`src/rtl/mem_bus_arbiter_pkg.sv`:
```
// mem_bus_arbiter_pkg
//   Shared definitions for the memory bus arbiter:
//     - arb_state_t : arbiter state / bus owner encoding
//     - W_BYTE/W_HALF/W_WORD : transfer width codes (log2 bytes)
//     - ABORT_DATA : read data returned to a master whose access timed out
//     - req_of() : a master is requesting when read or write is high
package mem_bus_arbiter_pkg;

   typedef enum logic [1:0] {
      IDLE      = 2'd0,
      GRANT_CPU = 2'd1,
      GRANT_DMA = 2'd2
   } arb_state_t;

   localparam logic [1:0]  W_BYTE     = 2'd0;
   localparam logic [1:0]  W_HALF     = 2'd1;
   localparam logic [1:0]  W_WORD     = 2'd2;

   localparam logic [31:0] ABORT_DATA = 32'hDEAD_DEAD;

   function automatic logic req_of(input logic read, input logic write);
      return read | write;
   endfunction

endpackage

```
`src/rtl/mem_bus_arbiter_prio.sv`:
```
// arb_prio_select
//   Combinational owner pick used while the arbiter is idle.
//   DMA has fixed priority, except that once DMA has used up its burst
//   allowance while the CPU was waiting, a requesting CPU wins.
// Ports:
//   cpu_req     in  CPU is requesting (read|write)
//   dma_req     in  DMA is requesting (read|write)
//   starve_hit  in  starvation counter has reached its limit
//   next_owner  out arb_state_t encoding of the winner (IDLE if none)
module arb_prio_select
   import mem_bus_arbiter_pkg::*;
(
   input  logic       cpu_req,
   input  logic       dma_req,
   input  logic       starve_hit,
   output logic [1:0] next_owner
);

   always_comb begin
      next_owner = IDLE;
      if (dma_req && !(starve_hit && cpu_req)) begin
         next_owner = GRANT_DMA;
      end else if (cpu_req) begin
         next_owner = GRANT_CPU;
      end
   end

endmodule

```
`src/rtl/mem_bus_arbiter.sv`:
```
// mem_bus_arbiter
//   Shares one memory slave port between the CPU core and the DMA engine.
//   Fixed priority favours DMA; a starvation counter guarantees the CPU one
//   grant after MAX_DMA_BURST consecutive DMA completions it waited through.
//
//   Handshake: a master raises read or write (write wins if both) and holds
//   its request and address/data until its ok pulses for one cycle. A grant
//   starts the cycle after the request is seen in IDLE, lasts until mem_ok,
//   and is followed by one IDLE bubble. Dropping the request while granted
//   aborts the access without an ok.
//
// Optional feature (macro ARB_TIMEOUT_EN): a watchdog ends a grant that has
//   waited TIMEOUT_CYCLES cycles without mem_ok; the owner gets ok with
//   ABORT_DATA and timeout_err pulses. Without the macro timeout_err is 0
//   and a grant is held indefinitely.
//
// Ports:
//   clk, rst                  clock, synchronous active-high reset
//   cpu_* / dma_*             master requests, write data, read data, ok
//   mem_*                     slave port (addr/wdata/rdata/width/read/write/ok)
//   owner_dma                 DMA holds the bus
//   busy                      a transfer is granted
//   timeout_err               one-cycle watchdog abort pulse
module mem_bus_arbiter
   import mem_bus_arbiter_pkg::*;
#(
   parameter int MAX_DMA_BURST  = 4,
   parameter int TIMEOUT_CYCLES = 1024
) (
   input  logic        clk,
   input  logic        rst,
   input  logic [31:0] cpu_addr,
   input  logic [31:0] cpu_wdata,
   input  logic [1:0]  cpu_width,
   input  logic        cpu_read,
   input  logic        cpu_write,
   output logic [31:0] cpu_rdata,
   output logic        cpu_ok,
   input  logic [31:0] dma_addr,
   input  logic [31:0] dma_wdata,
   input  logic [1:0]  dma_width,
   input  logic        dma_read,
   input  logic        dma_write,
   output logic [31:0] dma_rdata,
   output logic        dma_ok,
   output logic [31:0] mem_addr,
   output logic [31:0] mem_wdata,
   input  logic [31:0] mem_rdata,
   output logic [1:0]  mem_width,
   output logic        mem_read,
   output logic        mem_write,
   input  logic        mem_ok,
   output logic        owner_dma,
   output logic        busy,
   output logic        timeout_err
);

   localparam logic [7:0] BURST_LIM = 8'(MAX_DMA_BURST);

   arb_state_t state_q, state_d;
   logic [7:0] starve_cnt;
   logic [1:0] pick;
   logic       cpu_req, dma_req, starve_hit;
   logic       granted, owner_req, done, abort, tmo_hit;

   assign cpu_req    = req_of(cpu_read, cpu_write);
   assign dma_req    = req_of(dma_read, dma_write);
   assign starve_hit = (starve_cnt == BURST_LIM);

   assign granted    = (state_q != IDLE);
   assign owner_req  = ((state_q == GRANT_CPU) && cpu_req) ||
                       ((state_q == GRANT_DMA) && dma_req);
   // A completion needs the owner still requesting; mem_ok against a
   // dropped request is treated as part of the abort.
   assign done       = granted && owner_req && mem_ok;
   assign abort      = granted && !owner_req;

   assign owner_dma  = (state_q == GRANT_DMA);
   assign busy       = granted;

   arb_prio_select u_prio (
      .cpu_req    (cpu_req),
      .dma_req    (dma_req),
      .starve_hit (starve_hit),
      .next_owner (pick)
   );

`ifdef ARB_TIMEOUT_EN
   localparam logic [15:0] TMO_LAST = 16'(TIMEOUT_CYCLES - 1);
   logic [15:0] tmo_cnt;

   always_ff @(posedge clk) begin
      if (rst) begin
         tmo_cnt <= '0;
      end else if (state_d == IDLE) begin
         tmo_cnt <= '0;
      end else if (granted && !mem_ok) begin
         tmo_cnt <= tmo_cnt + 16'd1;
      end
   end

   // Only a still-requesting owner is timed out; a dropped request is an abort.
   assign tmo_hit     = granted && owner_req && !mem_ok && (tmo_cnt == TMO_LAST);
   assign timeout_err = tmo_hit;
`else
   logic unused_tmo_cfg;
   assign unused_tmo_cfg = ^TIMEOUT_CYCLES;
   assign tmo_hit        = 1'b0;
   assign timeout_err    = 1'b0;
`endif

   // State register: the state is the bus owner.
   always_ff @(posedge clk) begin
      if (rst) begin
         state_q <= IDLE;
      end else begin
         state_q <= state_d;
      end
   end

   always_comb begin
      state_d = state_q;
      case (state_q)
         IDLE: begin
            if (cpu_req || dma_req) begin
               state_d = arb_state_t'(pick);
            end
         end
         GRANT_CPU, GRANT_DMA: begin
            if (done || abort || tmo_hit) begin
               state_d = IDLE;
            end
         end
         default: state_d = IDLE;
      endcase
   end

   // Starvation counter only moves on real completions.
   always_ff @(posedge clk) begin
      if (rst) begin
         starve_cnt <= '0;
      end else if (done) begin
         if (state_q == GRANT_CPU) begin
            starve_cnt <= '0;
         end else if (cpu_req) begin
            if (starve_cnt < BURST_LIM) begin
               starve_cnt <= starve_cnt + 8'd1;
            end
         end else begin
            starve_cnt <= '0;
         end
      end
   end

   // Slave-side mux and master responses.
   always_comb begin
      mem_addr  = '0;
      mem_wdata = '0;
      mem_width = W_WORD;
      mem_read  = 1'b0;
      mem_write = 1'b0;
      cpu_rdata = '0;
      cpu_ok    = 1'b0;
      dma_rdata = '0;
      dma_ok    = 1'b0;
      case (state_q)
         GRANT_CPU: begin
            mem_addr  = cpu_addr;
            mem_wdata = cpu_wdata;
            mem_width = cpu_width;
            mem_write = cpu_write;
            mem_read  = cpu_read && !cpu_write;
            cpu_rdata = tmo_hit ? ABORT_DATA : mem_rdata;
            cpu_ok    = done || tmo_hit;
         end
         GRANT_DMA: begin
            mem_addr  = dma_addr;
            mem_wdata = dma_wdata;
            mem_width = dma_width;
            mem_write = dma_write;
            mem_read  = dma_read && !dma_write;
            dma_rdata = tmo_hit ? ABORT_DATA : mem_rdata;
            dma_ok    = done || tmo_hit;
         end
         default: ;
      endcase
   end

endmodule

```
`config.mk`:
```
export PLATFORM = sky130hd
export DESIGN_NAME = mem_bus_arbiter
export DESIGN_NICKNAME = d
export VERILOG_FILES = /design/src/rtl/mem_bus_arbiter_pkg.sv /design/src/rtl/mem_bus_arbiter_prio.sv /design/src/rtl/mem_bus_arbiter.sv
export SDC_FILE = /design/constraint.sdc
export NUM_CORES = 1
export LEC_CHECK = 0
export ABC_AREA = 1
export BUFFER_PORTS_ARGS = -buffer_cell sky130_fd_sc_hd__buf_4
export CORE_AREA = 3 3 120 122
export CTS_BUF_LIST = sky130_fd_sc_hd__clkbuf_8
export DETAILED_ROUTE_END_ITERATION = 16
export DIE_AREA = 0 0 123 125
export GPL_TIMING_DRIVEN = 0
export PLACE_DENSITY_LB_ADDON = 0.1
export SLEW_MARGIN = 10
export SYNTH_ARGS = -nofsm -noshare
export SYNTH_HDL_FRONTEND = slang
export SYNTH_SLANG_ARGS = --single-unit
export TNS_END_PERCENT = 20
```
`constraint.sdc`:
```
create_clock -name clk -period 4 [get_ports clk]
set_input_delay 0.2 -clock clk [delete_from_list [all_inputs] [get_ports clk]]
set_output_delay 0.2 -clock clk [all_outputs]
set_load 0.01 [all_outputs]
```
==> results.md <==
* Status: complete, no violations
* Synth Net Count at 619
* TNS Setup at 0 ps
* Worst Tran Pin Value at 595 ps
* Final setup viols at 0
* Largest family of logic cells by synthesized area: simple AND/OR/NAND/NOR gates
* Post-Synth Simple-Gate Area at 46.1%
* Critical path required time at 3800 ps
* Pleak at between 2 and 3 nW
* CTS max path bufs at 2
* R2r setup slk at 2430 ps
* # hold bufs at CTS at 0
* Post-synthesis adder-cell area fraction at 3.08%
* CTS Root Cell: clkbuf_8
* CTS tree: yes
* Detail Placement HPWL at 11.9 mm
* Net count, final at 930
* Dpl cells at 925
* Critical path class: flop to output pin
* DR WL/cell at approximately 15 um
* Fillers at between 1.5k and 2k
* Sink Count at 10
* Synth-to-layout area growth at 126%
* Top FF cell, synth: dfxtp_1
* Slew Viols, Final at 0
* DR pass1 iterations at 4
* Pre-CTS setup slack at ~1900 ps
* Synth area leader: nand2_1
* Seq cells post-synth at 10
* Layout cells sized above 1 at 43.6%
* Final worst slack at 1710 ps
* Rows at 42
* Largest net degree at the start of global routing at 11
* Worst Clk Skew at approximately 0.8 ps
* Worst hold slack at about 190 ps
* Die Height at 125 um
* Synth Area in Compound Gates at between 10% and 20%
* Hold Crit Class: input port to flop
* Ys async rst share at 0%
* Initial cell density of the core at 15.3%
* Area contributors post-synth: nand2_1 38%, a21oi_1 17%, inv_1 15%
* Post-CTS Setup Bufs at 0
* CP Max Fanout at 10
* CP Capture Type: output pin
* Syn_area_per_cell at 4.59 um2
* I/O Buffers at 306
* Sequential fraction of the synthesis area at 9.85%
* Register area at 200 um2
* Vias in the first global route at roughly 3.6k
* H-tree Lvls at 1
* Grt ovf at 0
* Initial antenna violation count at 0
* GP Congestion at 0.855
* Clk slew on worst S/H paths at ~40 ps
* Worst-Skew Late Latency at 230 ps
* Crit path DAT at 2090 ps
* Post-route ant nets at 0
* Via count of the routed design at 3,770
* Post-Synthesis Cells at 443
* Multi-input logic area at 1390 um2
* TritonCTS buffer count at 3
* DR iter-0 viols at 191
* # diodes at 0
* CP startpoint kind: flop
* Post-Synth XOR/XNOR Area at 0%
* Global-route wire length before repair at 19.8 mm
* FMAX at 436 MHz
* Pwr/cell area at about 370 nW/um2
* Final std cells w/o fill at 928
* Netlist cell types at 21
* Core region area at 13,300 um2
* CTS resizes at 0
* Netlist Area Pre-Place at a little over 2000 um2
* Number of synthesized flops with an enable pin at 0
* Final Hold Fails at 0
* Worst slew margin at 60.3%
* Avg Vias per Cell at ~4
* Die area at ~15,000 um2
* Max_cap viols at 0
* GRT Resource Usage Total at about 16%
* Mux contribution to synthesized area at 0%
* Fin crit share at 57.3%
* Synth warn at 0
* Max rail drop VDD at 0.000170 V
* RSZ-0062 raised after global routing: no
* Fin crit period at ~2300 ps
* Ports at roughly 310
* DR DRC count at 0
* Die X at 123 um
* Synth top area share at 38.0%
* WL final at 13.7 mm
## layout make-up
class	count	share of cell area, %
timing repair buffer	306	50.0
inverter	83	6.78
tap	176	4.80
buffer	30	2.86
clock buffer	3	0.899
multi-input combinational	320	30.3
sequential	10	4.36
## metrics by stage
stage,instance area (um2),power [mW],util [%]
global placement,4550,1.63,34.2
global route,4590,1.89,34.5
CTS,4590,1.74,34.5
detailed placement,4550,1.64,34.2
floorplan,2030,0.866,-
finish,4590,1.71,34.5
## metal layers
metal | up-vias | part of all wire [%] | global-route usage [%]
met4 | 0 | 0.37 | 1.04
met1 | 1643 | 37 | 17.5
met2 | 187 | 54 | 33.0
met5 | - | 0 | 0
li1 | 1934 | - | -
met3 | 6 | 8.6 | 2.85
## sequential cells by signal, indices dropped and copies added (netlist names)
signal / cells
starve_cnt: 8
state_q: 2
## critical path, stage by stage (launching register included)
cell and delay, ps:
dfxtp_1 360, inv_1 80, ha_1 330, inv_2 100, buf_2 280, buf_1 410, a21oi_1 110, buf_4 180
## logic make-up (layout without fill, tap and decap cells)
kind of cell	count (synthesis)	after routing
buffers and inverters	113	422
AOI/OAI and AO/OA	74	74
adders and majority gates	5	5
other	1	1
DFF	10	10
and+or+nand+nor	240	240
## worst paths after layout
| path | from | to | cells after the start |
|---|---|---|---|
| setup / recovery | state_q[0] | mem_wdata[3] | 7 |
| hold / removal | rst | starve_cnt[3] | 2 |
| setup reg to reg | state_q[0] | starve_cnt[1] | 6 |
| hold reg to reg | starve_cnt[6] | starve_cnt[6] | 2 |
## placed cells by master (no fill, tap or decap), drive strengths merged
cell | synthesis | final
a221o | 1 | 1
nor3 | 9 | 9
dfxtp | 10 | 10
conb | 1 | 1
a21oi | 71 | 71
inv | 83 | 83
nand3 | 8 | 8
clkbuf | 15 | 18
buf | 15 | 321
nor2 | 13 | 13
ha | 5 | 5
o21ai | 2 | 2
nand4 | 1 | 1
nand2 | 209 | 209
## Yosys cell counts (2+ instances only)
master	number
nor2_1	13
a21oi_1	70
dfxtp_1	10
ha_1	5
nor3_1	9
clkbuf_1	15
nand2_2	2
inv_1	81
buf_1	2
nand2_1	206
nand3_1	8
buf_2	12
inv_2	2
## report_power, final
part           leakage [nW]  total [mW]  internal, mW  switching, mW
clock                0.0216      0.0992        0.0654         0.0338
sequential           0.0811       0.119         0.111        0.00864
combinational          2.69        1.49         0.620          0.869
total                  2.79        1.71         0.796          0.912
No activity file was read; power rests on OpenSTA's default activity.
